File: src/rtl/instr_decode_queue.sv
// Decode front end: classifies LEGv8 opcodes for the sign-extend stage and
// buffers decoded entries in a 2-deep FIFO with a saturating illegal counter.
module instr_decode_queue (
    input  logic        Clk,
    input  logic        ResetL,
    input  logic        InValid,
    output logic        InReady,
    input  logic [31:0] InInstr,
    input  logic [63:0] InPC,
    input  logic        Flush,
    output logic        OutValid,
    input  logic        OutReady,
    output logic [25:0] OutImm26,
    output logic [2:0]  OutSignOp,
    output logic        OutImmUsed,
    output logic        OutIllegal,
    output logic [63:0] OutPC,
    output logic [7:0]  IllegalCount
);

    typedef struct packed {
        logic [25:0] imm26;
        logic [2:0]  sign_op;
        logic        imm_used;
        logic        illegal;
        logic [63:0] pc;
    } entry_t;

    entry_t     mem [2];
    entry_t     dec;
    entry_t     head;
    logic       wr_ptr;
    logic       rd_ptr;
    logic [1:0] count;
    logic       push;
    logic       pop;

    // First matching opcode pattern wins; unmatched words are illegal.
    always_comb begin
        dec          = '0;
        dec.imm26    = InInstr[25:0];
        dec.pc       = InPC;
        if (InInstr[31:26] == 6'b000101) begin
            dec.sign_op  = 3'b010;
            dec.imm_used = 1'b1;
        end else if (InInstr[31:25] == 7'b1011010) begin
            dec.sign_op  = 3'b011;
            dec.imm_used = 1'b1;
        end else if (InInstr[31:21] == 11'b11111000010 ||
                     InInstr[31:21] == 11'b11111000000) begin
            dec.sign_op  = 3'b001;
            dec.imm_used = 1'b1;
        end else if (InInstr[31:22] == 10'b1001000100 ||
                     InInstr[31:22] == 10'b1101000100) begin
            dec.sign_op  = 3'b000;
            dec.imm_used = 1'b1;
        end else if (InInstr[31:23] == 9'b110100101) begin
            dec.sign_op  = 3'b100;
            dec.imm_used = 1'b1;
        end else if (InInstr[31:21] == 11'b10001011000 ||
                     InInstr[31:21] == 11'b11001011000 ||
                     InInstr[31:21] == 11'b10001010000 ||
                     InInstr[31:21] == 11'b10101010000) begin
            dec.sign_op  = 3'b000;
            dec.imm_used = 1'b0;
        end else begin
            dec.illegal  = 1'b1;
        end
    end

    assign InReady  = (count != 2'd2);
    assign OutValid = (count != 2'd0);
    assign push     = InValid & InReady & ~Flush;
    assign pop      = OutValid & OutReady & ~Flush;

    always_ff @(posedge Clk) begin
        if (!ResetL) begin
            count        <= '0;
            wr_ptr       <= 1'b0;
            rd_ptr       <= 1'b0;
            IllegalCount <= '0;
            mem[0]       <= '0;
            mem[1]       <= '0;
        end else begin
            if (push && dec.illegal && IllegalCount != 8'hFF)
                IllegalCount <= IllegalCount + 8'd1;
            if (Flush) begin
                count  <= '0;
                wr_ptr <= 1'b0;
                rd_ptr <= 1'b0;
            end else begin
                if (push) begin
                    mem[wr_ptr] <= dec;
                    wr_ptr      <= ~wr_ptr;
                end
                if (pop)
                    rd_ptr <= ~rd_ptr;
                case ({push, pop})
                    2'b10:   count <= count + 2'd1;
                    2'b01:   count <= count - 2'd1;
                    default: count <= count;
                endcase
            end
        end
    end

    // Entries are zeroed on reset so the head reads as all-zero afterwards.
    assign head       = mem[rd_ptr];
    assign OutImm26   = head.imm26;
    assign OutSignOp  = head.sign_op;
    assign OutImmUsed = head.imm_used;
    assign OutIllegal = head.illegal;
    assign OutPC      = head.pc;

endmodule

File: config.mk
export PLATFORM = sky130hd
export DESIGN_NAME = instr_decode_queue
export DESIGN_NICKNAME = d
export VERILOG_FILES = /design/src/rtl/instr_decode_queue.sv
export SDC_FILE = /design/constraint.sdc
export NUM_CORES = 1
export LEC_CHECK = 0
export BUFFER_PORTS_ARGS = -buffer_cell sky130_fd_sc_hd__buf_2
export CORE_MARGIN = 2
export CORE_UTILIZATION = 35
export CTS_CLUSTER_SIZE = 40
export DETAILED_ROUTE_END_ITERATION = 6
export PLACE_DENSITY = 0.59
export SYNTH_ARGS = -nofsm -noshare
export SYNTH_HDL_FRONTEND = slang
export SYNTH_SLANG_ARGS = --single-unit
export TNS_END_PERCENT = 100
File: constraint.sdc
create_clock -name Clk -period 23.8 [get_ports Clk]
set_input_delay 4.76 -clock Clk [delete_from_list [all_inputs] [get_ports Clk]]
set_output_delay 4.76 -clock Clk [all_outputs]
set_load 0.1 [all_outputs]
After elaboration in Yosys (flattened, before gate mapping)
Memory sizes are Yosys's and may differ from the RTL's. A register that Yosys moved wholly into a read port is not among the register bits. Index checks and enable logic that the tools add are counted.

Register bits: 12. RAM bits: 190. Input port bits: 101. Output and inout bits: 105. Word-level logic and storage cells: 64. Memories kept: 1.

Add/sub/neg operators: 3. Equal/unequal tests: 15. Mux-type cells: 22. Bitwise logic cells: 8. Reductions and logical operators: 11.

Memories: mem (words 2, width 95, rd ports 1, clocked after Yosys merged registers in 1, write ports 2, line 29) `entry_t mem [2];`.

Operators by type and width (count): $mux 95 (1); $reduce_or 95->1 (1); $eq 11x11->1 const B (6); $eq 10x10->1 const B (2); $mux 4 (5); $mux 1 (15); $eq 9x9->1 const B (1); $add 8x1->8 const B (1); $ne 8x8->1 const B (1); $eq 7x7->1 const B (1); $eq 6x3->1 const B (1); $logic_or 1x1->1 (5); $and 1x1->1 (4); $not 1->1 (4); $pmux 2 s2 (1); $reduce_bool 2->1 (2); $add 2x1->2 const B (1); $eq 2x1->1 const B (1); $eq 2x2->1 const B (1); $logic_and 1x1->1 (2); $ne 2x2->1 const B (1); $reduce_or 2->1 (1); $sub 2x1->2 const B (1).

Longest topological paths before layout
Depth after elaboration: 12. Gate-level depth with buffers: 7. Gate-level depth less buffers: 7.

Worst setup path before layout
OpenSTA, ideal clock, no wires.

Kind: in2reg. Start point: input port InValid. End point: memory mem[0][0] (netlist bit), enable pin. Library setup time: 0.680 ns. Arrival: 11.777 ns. Data required time: 23.120 ns. Path slack: 11.343 ns. Cell stages on the path: 3. Buffers on the path: 0. Path through: nand2_4 or2_2 o21ai_0.

RTL lines: start, declared (line 6) `input logic InValid,`; end, declared (line 29).

==> summary.txt <==
amount of wire on met2 after detailed routing: 10.2 mm
final worst setup slack: 16300 ps
antenna-violating nets left: 0
share of post-route cells with drive strength above 1: 0.436
run status: complete, no violations
maximum count of clock buffers along a single path: 3
average size of a mapped cell: 14.6 µm²
Tot GR Track Use: 0.145
achievable clock frequency: 133 MHz
quantity of hold-fixing buffers added after cts: 0
die outline area: 27100 µm²
Clock Pin Slew Worst Setup and Hold Paths: 60 ps
crit path cell chain: buf_4 -> mux2_2 -> buf_2
syn_nets: 720
CTS sink cnt: 203
category of the worst setup path launch point: register
post-detailed-route wirelength per cell: 17.6 µm
warning count from the yosys run: 0
count of routing violations after the opening detailed-route iteration: 337
Filler Cell Count: 2363
worst hold slack across all endpoints: 483 ps
Post-Place Worst Slack: 16350 ps
die boundary height: 165 µm
final routed DRC violation total: 0
weighted congestion at the end of routability-driven global placement: 0.744
number of buffers added by the clock tree synthesis step: 23
total instance count after detailed placement: 1116
count of flip-flops with a built-in enable after synthesis: 190
clock tree from TritonCTS: yes
number of rows in the core area: 58
worst hold path class: register to register
tightest slew margin relative to the limit: 0.308
floorplan core area: 25300 µm²
setup repair after global routing missed its margin: no
part of the cycle the worst path needs: 0.315
async set-or-reset flop fraction in the synthesized netlist: 0
residual overflow from global routing: 0
vias in the first global route: 5447
signal arrival time at the worst endpoint: 2740 ps
crit path kind: register to primary output
post-layout instance count excluding filler cells: 1156
synthesized cell area: 9020 µm²
utilization of the core after routing: 0.440
clk root buf: clkbuf_16
Largest stage delay, worst path: 760 ps
Post-CTS Setup Bufs: 0
first-pass GRT wire length: 30.5 mm
H-tree levels: 1
met3 wire len: 918 µm
Port Buf Inserts: 205
Initial DRT Pass Iterations: 4
number of antenna violations at the first check in global routing: 2
worst supply voltage drop on vdd: 0.0000433 V
number of cells produced by synthesis: 617
starting density of the core: 0.357
largest net degree at the start of global routing: 105
worst clock skew: 4.23 ps
chip width: 165 µm
Buf+Inv Stages, Crit Path: 2
Post-synth top flop: edfxtp_1
Final Setup Violations: 0
Slew Limit Fails: 0
HPWL Detailed: 12.0 mm
Pwr per Cell Area: 82.2 nW/µm²
Synth Register Bits: 203
total of max-cap violations: 0
final critical path time including I/O delays and setup: 7500 ps
TNS Setup: 0 ps
final hold violation count: 0
routed length on met1: 8.77 mm
source-to-sink clock delay at the later pin of the worst-skew pair: 500 ps
required time of the critical path: 19040 ps
CP max stage cell: dfxtp_4
post-synthesis sequential area ratio: 0.661
crit path max fanout: 51
total I/O pin count: 206
topmost layer with routed signal wires: met5
Setup crit end kind: primary output
cell family with most CP delay: buffers and inverters
Via Count: 5553
standby leakage power: 0.00472 µW
CTS-repair resized insts: 0
vias per std cell: 4.80
post-synthesis to final-layout area growth: 23.0%
Distinct cells, synth: 54
number of nets in the layout: 914
Slew @ Worst Pin: 1040 ps
drt total wl: 20.3 mm
through the flow:
step,total power [µW],instance area [µm²]
after global placement,575,10400
after floorplan,547,9020
final,912,11100
after detailed placement,576,10400
after CTS,924,11100
after global routing,943,11100
tightest hold or removal path, cell delays in order (launching register included):
cell	delay (ps)
dfxtp_1	320
nand2_1	60
mux2i_1	50
path summary, 6_finish.rpt:
path	endpoint	slack (ps)	cells past startpoint	start
setup / recovery	OutPC[61]	16300	3	register
hold / removal	IllegalCount[6]$_SDFFE_PN0P_	480	2	IllegalCount[6]$_SDFFE_PN0P_
setup reg to reg	mem[1][45]$_SDFFCE_PN0P_	20930	5	count[0]$_SDFFE_PP0P_
hold reg to reg	IllegalCount[6]$_SDFFE_PN0P_	480	2	IllegalCount[6]$_SDFFE_PN0P_
routing by layer:
layer,track usage,up-vias
met2,0.246,135
met5,0,-
li1,-,2674
met4,0.0451,2
met3,0.0254,28
met1,0.188,2714
final cells by class:
type                    instances  area [µm²]  area share
inverters                       1        3.75    0.000338
clock buffers                  26         587      0.0529
diodes                          2        5.00    0.000451
multi-input cells             370        2900       0.261
well taps                     330         413      0.0372
flip-flops and latches        203        5970       0.538
clock inverters                12         145      0.0131
repair buffers                212        1080      0.0972
state kept, by name, indices dropped and copies added, names as in the netlist, named ones only:
register and flops:
IllegalCount 8, wr_ptr 1, mem 190, count 2
rd_ptr 1
synth_stat cells, drive strengths merged (2+ instances only):
cell | number | area (µm²)
edfxtp | 190 | 5710
dfxtp | 13 | 260
o211ai | 2 | 20.0
mux2i | 3 | 30.0
nor3 | 2 | 15.0
ha | 2 | 25.0
nand3 | 4 | 20.0
o21a | 2 | 15.0
o31a | 2 | 17.5
clkbuf | 29 | 109
nand4 | 3 | 25.0
and3 | 91 | 569
nor2 | 18 | 67.6
and2 | 90 | 563
buf | 14 | 76.3
nand3b | 2 | 15.0
mux2 | 95 | 1070
o21ai | 4 | 20.0
or2b | 2 | 18.8
xor2 | 2 | 17.5
a21boi | 2 | 15.0
nand2 | 10 | 45.0
nand2b | 3 | 18.8
nor4 | 4 | 37.5
or3 | 5 | 37.5
nor3b | 2 | 15.0
or2 | 3 | 18.8
xnor2 | 2 | 17.5
report_power, final:
part / internal [µW] / total, µW / switching (µW) / leakage (µW)
Combinational: 28.5 / 152 / 124 / 0.00230
Sequential: 410 / 415 / 4.70 / 0.00207
Clock: 209 / 345 / 136 / 0.000353
layout by cell type (no fill, tap or decap), drive strengths merged, types with 3 or more instances in the layout:
master | Yosys | routed
buf | 14 | 212
edfxtp | 190 | 190
mux2 | 95 | 95
and3 | 91 | 91
and2 | 90 | 90
clkbuf | 29 | 26
nor2 | 18 | 18
dfxtp | 13 | 13
nand2 | 10 | 10
clkinv | 0 | 6
or3 | 5 | 5
nand3 | 4 | 4
o21ai | 4 | 4
nor4 | 4 | 4
or2 | 3 | 3
nand2b | 3 | 3
mux2i | 3 | 3
bufinv | 0 | 3
nand4 | 3 | 3
kinds of logic (layout without fill, tap and decap cells):
family / Yosys count / count (layout) / synth area share
xor+xnor: 4 / 4 / 0.00388
mux: 98 / 98 / 0.122
compound gates: 18 / 18 / 0.0176
fa+ha+maj: 2 / 2 / 0.00277
buf+inv: 44 / 251 / 0.0209
simple gates: 248 / 248 / 0.172
flops: 203 / 203 / 0.661
other cells: 0 / 2 / 0
(Power assumes the default switching activity.)
